[src/rtl/ir_key_fifo_if.sv]
// Bundle of frame input, pop/flush controls and FIFO status for ir_key_fifo.
// Handshake: a frame is taken on a rising edge of iDATA_READY seen while the frame FSM is idle (no backpressure); iRD_EN pops the head whenever oEMPTY is low.
interface ir_key_fifo_if;
    logic        iDATA_READY;
    logic [31:0] iDATA;
    logic        iRD_EN;
    logic        iCLR;
    logic [7:0]  oKEY;
    logic        oEMPTY;
    logic        oFULL;
    logic        oOVERFLOW;
    logic [7:0]  oERR_CNT;
    logic [7:0]  oDROP_CNT;
    logic [1:0]  dbg_state;

    modport master (
        output iDATA_READY, iDATA, iRD_EN, iCLR,
        input  oKEY, oEMPTY, oFULL, oOVERFLOW, oERR_CNT, oDROP_CNT, dbg_state
    );

    modport slave (
        input  iDATA_READY, iDATA, iRD_EN, iCLR,
        output oKEY, oEMPTY, oFULL, oOVERFLOW, oERR_CNT, oDROP_CNT, dbg_state
    );
endinterface

[src/rtl/ir_key_fifo.sv]
// IR remote frame checker feeding a first-word-fall-through key FIFO.
// Optional repeat filter for held-down keys: define IR_KEY_REPEAT_FILTER_EN.
module ir_key_fifo #(
    parameter int unsigned DEPTH       = 4,
    parameter logic [15:0] CUSTOMER_ID = 16'h6B86,
    parameter logic [23:0] HOLD_CYCLES = 24'd7500000
) (
    input logic          iCLK,
    input logic          iRST_n,
    ir_key_fifo_if.slave bus
);
    localparam int unsigned AW = $clog2(DEPTH);
    localparam logic [AW:0] FULL_CNT = (AW + 1)'(DEPTH);

    typedef enum logic [1:0] {
        S_IDLE  = 2'd0,
        S_LATCH = 2'd1,
        S_CHECK = 2'd2,
        S_PUSH  = 2'd3
    } state_t;

    state_t        state_q, state_d;
    logic          rdy_q;
    logic [31:0]   frame_q;
    logic [7:0]    mem_q [DEPTH];
    logic [AW-1:0] wr_ptr_q, rd_ptr_q;
    logic [AW:0]   count_q;
    logic          overflow_q;
    logic [7:0]    err_cnt_q, drop_cnt_q;

    logic          empty, full, pop, rise, frame_ok, filtered;
    logic          push, push_drop, err_inc, drop_inc;
    logic [7:0]    key;

    assign key      = frame_q[23:16];
    assign empty    = (count_q == '0);
    assign full     = (count_q == FULL_CNT);
    assign pop      = bus.iRD_EN && !empty;
    assign rise     = bus.iDATA_READY && !rdy_q;
    assign frame_ok = (frame_q[31:24] == ~frame_q[23:16]) && (frame_q[15:0] == CUSTOMER_ID);

`ifdef IR_KEY_REPEAT_FILTER_EN
    logic [23:0] hold_q;
    logic [7:0]  last_key_q;

    // Window restarts only on an accepted push; filtered repeats do not extend it.
    always_ff @(posedge iCLK) begin
        if (!iRST_n || bus.iCLR) begin
            hold_q     <= '0;
            last_key_q <= '0;
        end else if (push) begin
            hold_q     <= HOLD_CYCLES;
            last_key_q <= key;
        end else if (hold_q != '0) begin
            hold_q <= hold_q - 24'd1;
        end
    end

    assign filtered = (key == last_key_q) && (hold_q != '0);
`else
    assign filtered = 1'b0;
`endif

    always_ff @(posedge iCLK) begin
        if (!iRST_n || bus.iCLR) begin
            state_q <= S_IDLE;
        end else begin
            state_q <= state_d;
        end
    end

    always_comb begin
        state_d   = state_q;
        push      = 1'b0;
        push_drop = 1'b0;
        err_inc   = 1'b0;
        drop_inc  = 1'b0;
        case (state_q)
            S_IDLE:  if (rise) state_d = S_LATCH;
            S_LATCH: state_d = S_CHECK;
            S_CHECK: begin
                state_d = S_IDLE;
                if (!frame_ok) begin
                    err_inc = 1'b1;
                end else if (filtered) begin
                    drop_inc = 1'b1;
                end else begin
                    state_d = S_PUSH;
                end
            end
            S_PUSH: begin
                state_d = S_IDLE;
                // A pop in the same cycle frees the slot, so a full FIFO still accepts.
                if (!full || pop) begin
                    push = 1'b1;
                end else begin
                    push_drop = 1'b1;
                    drop_inc  = 1'b1;
                end
            end
            default: state_d = S_IDLE;
        endcase
    end

    always_ff @(posedge iCLK) begin
        if (!iRST_n) begin
            rdy_q <= 1'b0;
        end else begin
            rdy_q <= bus.iDATA_READY;
        end
    end

    always_ff @(posedge iCLK) begin
        if (iRST_n && !bus.iCLR && push) begin
            mem_q[wr_ptr_q] <= key;
        end
    end

    always_ff @(posedge iCLK) begin
        if (!iRST_n || bus.iCLR) begin
            frame_q    <= '0;
            wr_ptr_q   <= '0;
            rd_ptr_q   <= '0;
            count_q    <= '0;
            overflow_q <= 1'b0;
            err_cnt_q  <= '0;
            drop_cnt_q <= '0;
        end else begin
            if (state_q == S_LATCH) frame_q <= bus.iDATA;
            if (push) wr_ptr_q <= wr_ptr_q + AW'(1);
            if (pop)  rd_ptr_q <= rd_ptr_q + AW'(1);
            case ({push, pop})
                2'b10:   count_q <= count_q + (AW + 1)'(1);
                2'b01:   count_q <= count_q - (AW + 1)'(1);
                default: count_q <= count_q;
            endcase
            if (push_drop) overflow_q <= 1'b1;
            if (err_inc && (err_cnt_q != 8'hFF))   err_cnt_q  <= err_cnt_q + 8'd1;
            if (drop_inc && (drop_cnt_q != 8'hFF)) drop_cnt_q <= drop_cnt_q + 8'd1;
        end
    end

    assign bus.oKEY      = empty ? 8'h00 : mem_q[rd_ptr_q];
    assign bus.oEMPTY    = empty;
    assign bus.oFULL     = full;
    assign bus.oOVERFLOW = overflow_q;
    assign bus.oERR_CNT  = err_cnt_q;
    assign bus.oDROP_CNT = drop_cnt_q;
    assign bus.dbg_state = state_q;
endmodule

[src/flat_wrapper.sv]
// flat-port wrapper written by rule: the top's interface ports become plain ports
module ir_key_fifo_flat 
#(
    parameter int unsigned DEPTH       = 4,
    parameter logic [15:0] CUSTOMER_ID = 16'h6B86,
    parameter logic [23:0] HOLD_CYCLES = 24'd7500000
)
  (iCLK, iRST_n, bus_iDATA_READY, bus_iDATA, bus_iRD_EN, bus_iCLR, bus_oKEY, bus_oEMPTY, bus_oFULL, bus_oOVERFLOW, bus_oERR_CNT, bus_oDROP_CNT, bus_dbg_state);
  ir_key_fifo_if bus_i ();
  input logic iCLK;
  input logic iRST_n;
  input wire logic [$bits(bus_i.iDATA_READY)-1:0] bus_iDATA_READY;
  input wire logic [$bits(bus_i.iDATA)-1:0] bus_iDATA;
  input wire logic [$bits(bus_i.iRD_EN)-1:0] bus_iRD_EN;
  input wire logic [$bits(bus_i.iCLR)-1:0] bus_iCLR;
  output wire logic [$bits(bus_i.oKEY)-1:0] bus_oKEY;
  output wire logic [$bits(bus_i.oEMPTY)-1:0] bus_oEMPTY;
  output wire logic [$bits(bus_i.oFULL)-1:0] bus_oFULL;
  output wire logic [$bits(bus_i.oOVERFLOW)-1:0] bus_oOVERFLOW;
  output wire logic [$bits(bus_i.oERR_CNT)-1:0] bus_oERR_CNT;
  output wire logic [$bits(bus_i.oDROP_CNT)-1:0] bus_oDROP_CNT;
  output wire logic [$bits(bus_i.dbg_state)-1:0] bus_dbg_state;
  assign bus_i.iDATA_READY = bus_iDATA_READY;
  assign bus_i.iDATA = bus_iDATA;
  assign bus_i.iRD_EN = bus_iRD_EN;
  assign bus_i.iCLR = bus_iCLR;
  assign bus_oKEY = bus_i.oKEY;
  assign bus_oEMPTY = bus_i.oEMPTY;
  assign bus_oFULL = bus_i.oFULL;
  assign bus_oOVERFLOW = bus_i.oOVERFLOW;
  assign bus_oERR_CNT = bus_i.oERR_CNT;
  assign bus_oDROP_CNT = bus_i.oDROP_CNT;
  assign bus_dbg_state = bus_i.dbg_state;
  ir_key_fifo #(.DEPTH(DEPTH), .CUSTOMER_ID(CUSTOMER_ID), .HOLD_CYCLES(HOLD_CYCLES)) u_core (.iCLK(iCLK), .iRST_n(iRST_n), .bus(bus_i));
endmodule
[config.mk]
export PLATFORM = sky130hd
export DESIGN_NAME = ir_key_fifo_flat
export DESIGN_NICKNAME = d
export VERILOG_FILES = /design/src/rtl/ir_key_fifo_if.sv /design/src/rtl/ir_key_fifo.sv /design/src/flat_wrapper.sv
export SDC_FILE = /design/constraint.sdc
export NUM_CORES = 1
export LEC_CHECK = 0
export BUFFER_PORTS_ARGS = -buffer_cell sky130_fd_sc_hd__buf_2
export CAP_MARGIN = 5
export CORE_ASPECT_RATIO = 0.6
export CORE_MARGIN = 5
export CORE_UTILIZATION = 55
export CTS_BUF_LIST = sky130_fd_sc_hd__clkbuf_4 sky130_fd_sc_hd__clkbuf_8 sky130_fd_sc_hd__clkbuf_16
export CTS_CLUSTER_DIAMETER = 150
export CTS_CLUSTER_SIZE = 30
export DETAILED_ROUTE_END_ITERATION = 10
export PLACE_DENSITY = 0.88
export SYNTH_ARGS = -nofsm -noshare
export SYNTH_HDL_FRONTEND = slang
export SYNTH_SLANG_ARGS = --single-unit
[constraint.sdc]
create_clock -name iCLK -period 2.5 [get_ports iCLK]
set_input_delay 0.375 -clock iCLK [delete_from_list [all_inputs] [get_ports iCLK]]
set_output_delay 0.375 -clock iCLK [all_outputs]
set_load 0.02 [all_outputs]
Word level (Yosys, flattened, before mapping)
Memory sizes are Yosys's and may differ from the RTL's. A register that Yosys moved wholly into a read port is not among the register bits.
Cells that the tools add are included.

word-level totals
  flip-flop bits (word level) = 59
  bits in writable memories = 32
  word-level logic and storage cells = 60
  memories kept = 1

memory list
  name          words  bits a word  rd ports  clocked after Yosys merged registers in  write ports  line               text
  u_core.mem_q  4      8            1         1                                        1            ir_key_fifo.sv:25  logic [7:0] mem_q [DEPTH];

cells by class
  add/sub/neg operators = 6
  equality and inequality tests = 11
  mux-type cells = 15
  bitwise logic cells = 1
  reduce and logical (&&, ||, !) cells = 17

operator list
  operator              number
  $add 8x1->8 const B   2
  $eq 16x15->1 const B  1
  $ne 8x8->1 const B    2
  $eq 8x8->1            1
  $mux 1                8
  $mux 2                4
  $mux 8                1
  $not 8->8             1
  $pmux 2 s4            1
  $logic_and 1x1->1     7
  $eq 2x2->1 const B    3
  $pmux 3 s2            1
  $logic_not 1->1       5
  $add 2x1->2 const B   2
  $eq 2x1->1 const B    2
  $add 3x1->3 const B   1
  $eq 3x3->1 const B    1
  $logic_not 3->1       1
  $sub 3x1->3 const B   1
  $logic_not 2->1       1
  $logic_or 1x1->1      2
  $ne 2x1->1 const B    1
  $reduce_bool 2->1     1

Depth between registers and ports, before layout
  word-level depth = 9
  depth in mapped cells = 10
  gate-level depth less buffers = 9

Worst setup path after synthesis
Ideal clock, no wire load.

  kind = register to register
  start point = reg u_core.count_q[0]
  end point = reg u_core.count_q[2]
  library setup time = 70 ps
  arrival = 2072 ps
  required time = 2430 ps
  path slack = 357 ps
  cell stages (with the launch flop) = 9
  clock period less this slack = 2143 ps
  cells stage by stage = dfxtp_1 > nor3_2 > nor2b_1 > ha_1 > inv_1 > fa_1 > xor2_1 > or3_1 > a21oi_1

between the ends
  longest elaborated chain between the ends = 8
  elaborated cells between the ends (all ways) = 14
  those cells by class = 2 x add/sub; 3 x eq/ne; 3 x mux; 6 x reduce/logical

ends and longest elaborated chain
  item                                                    line                text
  start, declared                                         ir_key_fifo.sv:27   logic [AW:0] count_q;
  start signal, assigned                                  ir_key_fifo.sv:133  2'b10: count_q <= count_q + (AW + 1)'(1);
  start signal, assigned                                  ir_key_fifo.sv:134  2'b01: count_q <= count_q - (AW + 1)'(1);
  start signal, assigned                                  ir_key_fifo.sv:135  default: count_q <= count_q;
  $logic_not 3->1 (*)                                     ir_key_fifo.sv:36   assign empty = (count_q == '0);
  via bus_oEMPTY                                          flat_wrapper.sv:17  output wire logic [$bits(bus_i.oEMPTY)-1:0] bus_oEMPTY;
  $logic_not 1->1 (*)                                     ir_key_fifo.sv:38   assign pop = bus.iRD_EN && !empty;
  $logic_and 1x1->1 (*)                                   ir_key_fifo.sv:38
  via u_core.pop                                          ir_key_fifo.sv:31   logic empty, full, pop, rise, frame_ok, filtered;
  $logic_or 1x1->1                                        ir_key_fifo.sv:94   if (!full || pop) begin
  $mux 1                                                  ir_key_fifo.sv:94
  $mux 1                                                  ir_key_fifo.sv:78   case (state_q)
  $eq 2x1->1 / $eq 2x2->1 (equally long branches)         ir_key_fifo.sv:132  case ({push, pop})
  $pmux 3 s2 / $reduce_bool 2->1 (equally long branches)  -

Mark *: on every way through the listed nets, which the timed path passes. The rest lies on a longest branch.
A chain may end at the register's enable or synchronous reset.

==> results.cfg <==
[timing]
fin_skew_ps = 11.00
number_of_hold_violations_in_the_final_report = 0
postLayoutSetupSlackWorst_ps = 238.7
setup_total_negative_slack_ps = 0
actual_slew_at_the_worst_max_slew_pin_ps = 779.5
min_tclk_post_route_ps = 2261
max_slew_margin = 0.4803
setup_repair_after_global_routing_missed_its_margin = false
period_share = 0.9045
finalMaxSlewViolations = 0
maxClockFrequency_ghz = 0.4422
report.final.setup_viol = 0

[placement]
placement.setup.worst_slack_ps = 219.5
place.port_buffers = 65
placed_cells = 505
post_detailed_placement_cell_area_um2 = 4279
place.gp.congestion = 0.7861
place.detailed.hpwl_mm = 5.660

[finish]
final_design_area_no_fill_um2 = 4578
layout-area-overhead-vs-synth_pct = 18.38
fraction_of_layout_instances_using_a_drive_strength_above_1 = 0.2488
insertedDiodeCount = 0
layoutNonFillerInstCount = 521
finish.net_count = 474

[setup_path]
worst_path_largest_cell_delay_ps = 640
critical-path-top-delay-family = flip-flops
path_max_fanout = 8
startpoint_type = register
critical_path_class = register to output port
timing.critical_path.cells = mux4_2 -> nor2b_1 -> buf_2
worst_path_max_delay_cell = sky130_fd_sc_hd__dfxtp_1
worst-path-buf-inv = 1
arrival_ps = 1890
endpoint_kind = output port
critical_path_required_ps = 2120

[detailed_routing]
wl_per_cell_um = 15.33
wirelength_routed_mm = 7.985
dr_vias_cell = 5.370
vias = 2798
first_iter_violations = 183
drt-pass1-iter-count = 4
antenna_left = 0
remaining_drc_errors = 0

[clocking]
htree_num_levels = 3
postCtsSetupRepairBufs = 0
tritoncts = yes
cts_buffers = 9
clock_insertion_delay_worst_skew_ps = 340
clock-root-buffer = sky130_fd_sc_hd__clkbuf_16
clkSlewWorstSetupHoldPaths_ps = 70
clock_sinks = 93
holdBufCountCts = 0
clockBufferDepth = 2
cts-resized-gates = 0

[pwr]
power.ir.vdd_worst_uv = 413.6
total_power_mw = 3.003
pwr_density_cell_nw_per_um2 = 655.8
static-leakage-power_nw = 1.691

[global_routing]
gr-usage-all-layers = 0.1888
grt_antenna_before_repair = 0
grt_max_degree = 39
global_route_wire_length_before_repair_mm = 13.26
first_global_vias = 2803
overflow = 0

[die]
core_um2 = 6763
io_pins = 66
die_outline_area_um2 = 8864
die_h_um = 74.96
die_w_um = 118.3
starting_density_of_the_core = 0.5719
rows = 23

[logic_synthesis]
synthDominantAreaCellType = sky130_fd_sc_hd__dfxtp_1
ys_seq_elements = 93
mappedNetlistNets = 409
yosys_most_used_dff = sky130_fd_sc_hd__dfxtp_1
number_of_synthesized_flops_with_an_enable_pin = 32
synth_area_per_cell_um2 = 10.62
yosys-top-cells-count = 72 x sky130_fd_sc_hd__nand2_1, 61 x sky130_fd_sc_hd__dfxtp_1, 42 x sky130_fd_sc_hd__a21oi_1, 32 x sky130_fd_sc_hd__edfxtp_1, 21 x sky130_fd_sc_hd__nor2_1
synth_sequential_area_ratio = 0.5642
async_s_r_ff_share_synth = 0
synthDistinctLibCells = 44
yosys_warnings = 0
synth.most_common_cell = sky130_fd_sc_hd__nand2_1
synth_top_area_frac = 0.3158
post_synth_main_area_contributors = sky130_fd_sc_hd__dfxtp_1 32%, sky130_fd_sc_hd__edfxtp_1 25%, sky130_fd_sc_hd__nand2_1 7.0%
synth_cells = 364
post_synth_instance_area_um2 = 3867

[status]
outcome = finished clean

[min_path]
hold_class = input port to register

[job]
max_cap_viol_count = 0
## final cells by class
| class | instances | area (µm²) |
|---|---|---|
| well taps | 87 | 108.9 |
| multi-input cells | 245 | 1580 |
| clock buffers | 9 | 225.2 |
| flip-flops and latches | 93 | 2182 |
| clock inverters | 7 | 73.82 |
| inverters | 8 | 30.03 |
| repair buffers | 72 | 377.9 |
| fillers | 493 | 2185 |
## report_power, final
group          total [mW]  leakage (nW)  internal, mW  switching [mW]
clock                1.35         0.142         0.777           0.569
combinational      0.0879         0.774        0.0368          0.0511
sequential           1.57         0.775          1.56         0.00667
total                3.00          1.69          2.38           0.627
## state kept, by name, summed over array words and instances, names as in the netlist, named ones only
signal and count:
u_core.wr_ptr_q 2, u_core.bus.oERR_CNT 8, u_core.rdy_q 1, u_core.bus.oDROP_CNT 8, u_core.mem_q 32, u_core.frame_q 32
u_core.count_q 3, u_core.bus.dbg_state 2, u_core.bus.oOVERFLOW 1, u_core.rd_ptr_q 2
## cell families after synthesis
family / after synthesis / synth area share
simple gates: 151 / 0.1990
flops: 93 / 0.5642
compound gates: 55 / 0.08056
buf+inv: 26 / 0.02847
xor+xnor: 19 / 0.04303
mux: 12 / 0.05694
fa+ha+maj: 8 / 0.02782
## through the flow
step | utilization | hold WS, ps
global route | 0.6770 | 263.4
global placement | 0.6327 | 439.5
finish | 0.6770 | 268.7
CTS | 0.6770 | 262.0
floorplan | - | 431.2
detailed placement | 0.6327 | 446.9
## worst register-to-register path: cells and delay by family (launching register included)
kind,cells,cell delay [ps]
and+or+nand+nor,3,800
xor gates and xnor gates,1,160
adders and majority gates,2,550
AOI/OAI and AO/OA,1,140
buffers and inverters,2,140
DFF,1,370
## per-layer routing
layer	track usage	share of wire
met5	0	0
met4	0.04198	0.0084
met3	0.06306	0.065
met2	0.3121	0.47
met1	0.2475	0.46
## path summary, 6_finish.rpt
kind	endpoint	from	cells past startpoint	slack (ps)
hold / removal	u_core.rdy_q$_SDFF_PN0_	bus_iDATA_READY	2	270
setup reg to reg	u_core.count_q[2]$_SDFFE_PP0P_	u_core.count_q[0]$_SDFFE_PP0P_	9	270
setup / recovery	bus_oKEY[0]	register	3	240
hold reg to reg	u_core.frame_q[15]$_SDFFE_PP0N_	u_core.frame_q[15]$_SDFFE_PP0N_	2	450
## cell usage in the layout (no fill, tap or decap), drive strengths merged, types with 6 or more instances in the layout
master	netlist	final
a21oi	42	42
and3	6	6
buf	4	72
clkbuf	14	9
dfxtp	61	61
edfxtp	32	32
ha	7	7
inv	8	9
mux4	8	8
nand2	72	72
nand4	8	8
nor2	22	22
nor2b	13	13
nor3	6	6
o21ai	7	7
or3	7	7
xnor2	8	8
xor2	11	11
Power figures use the tool's default switching activity.
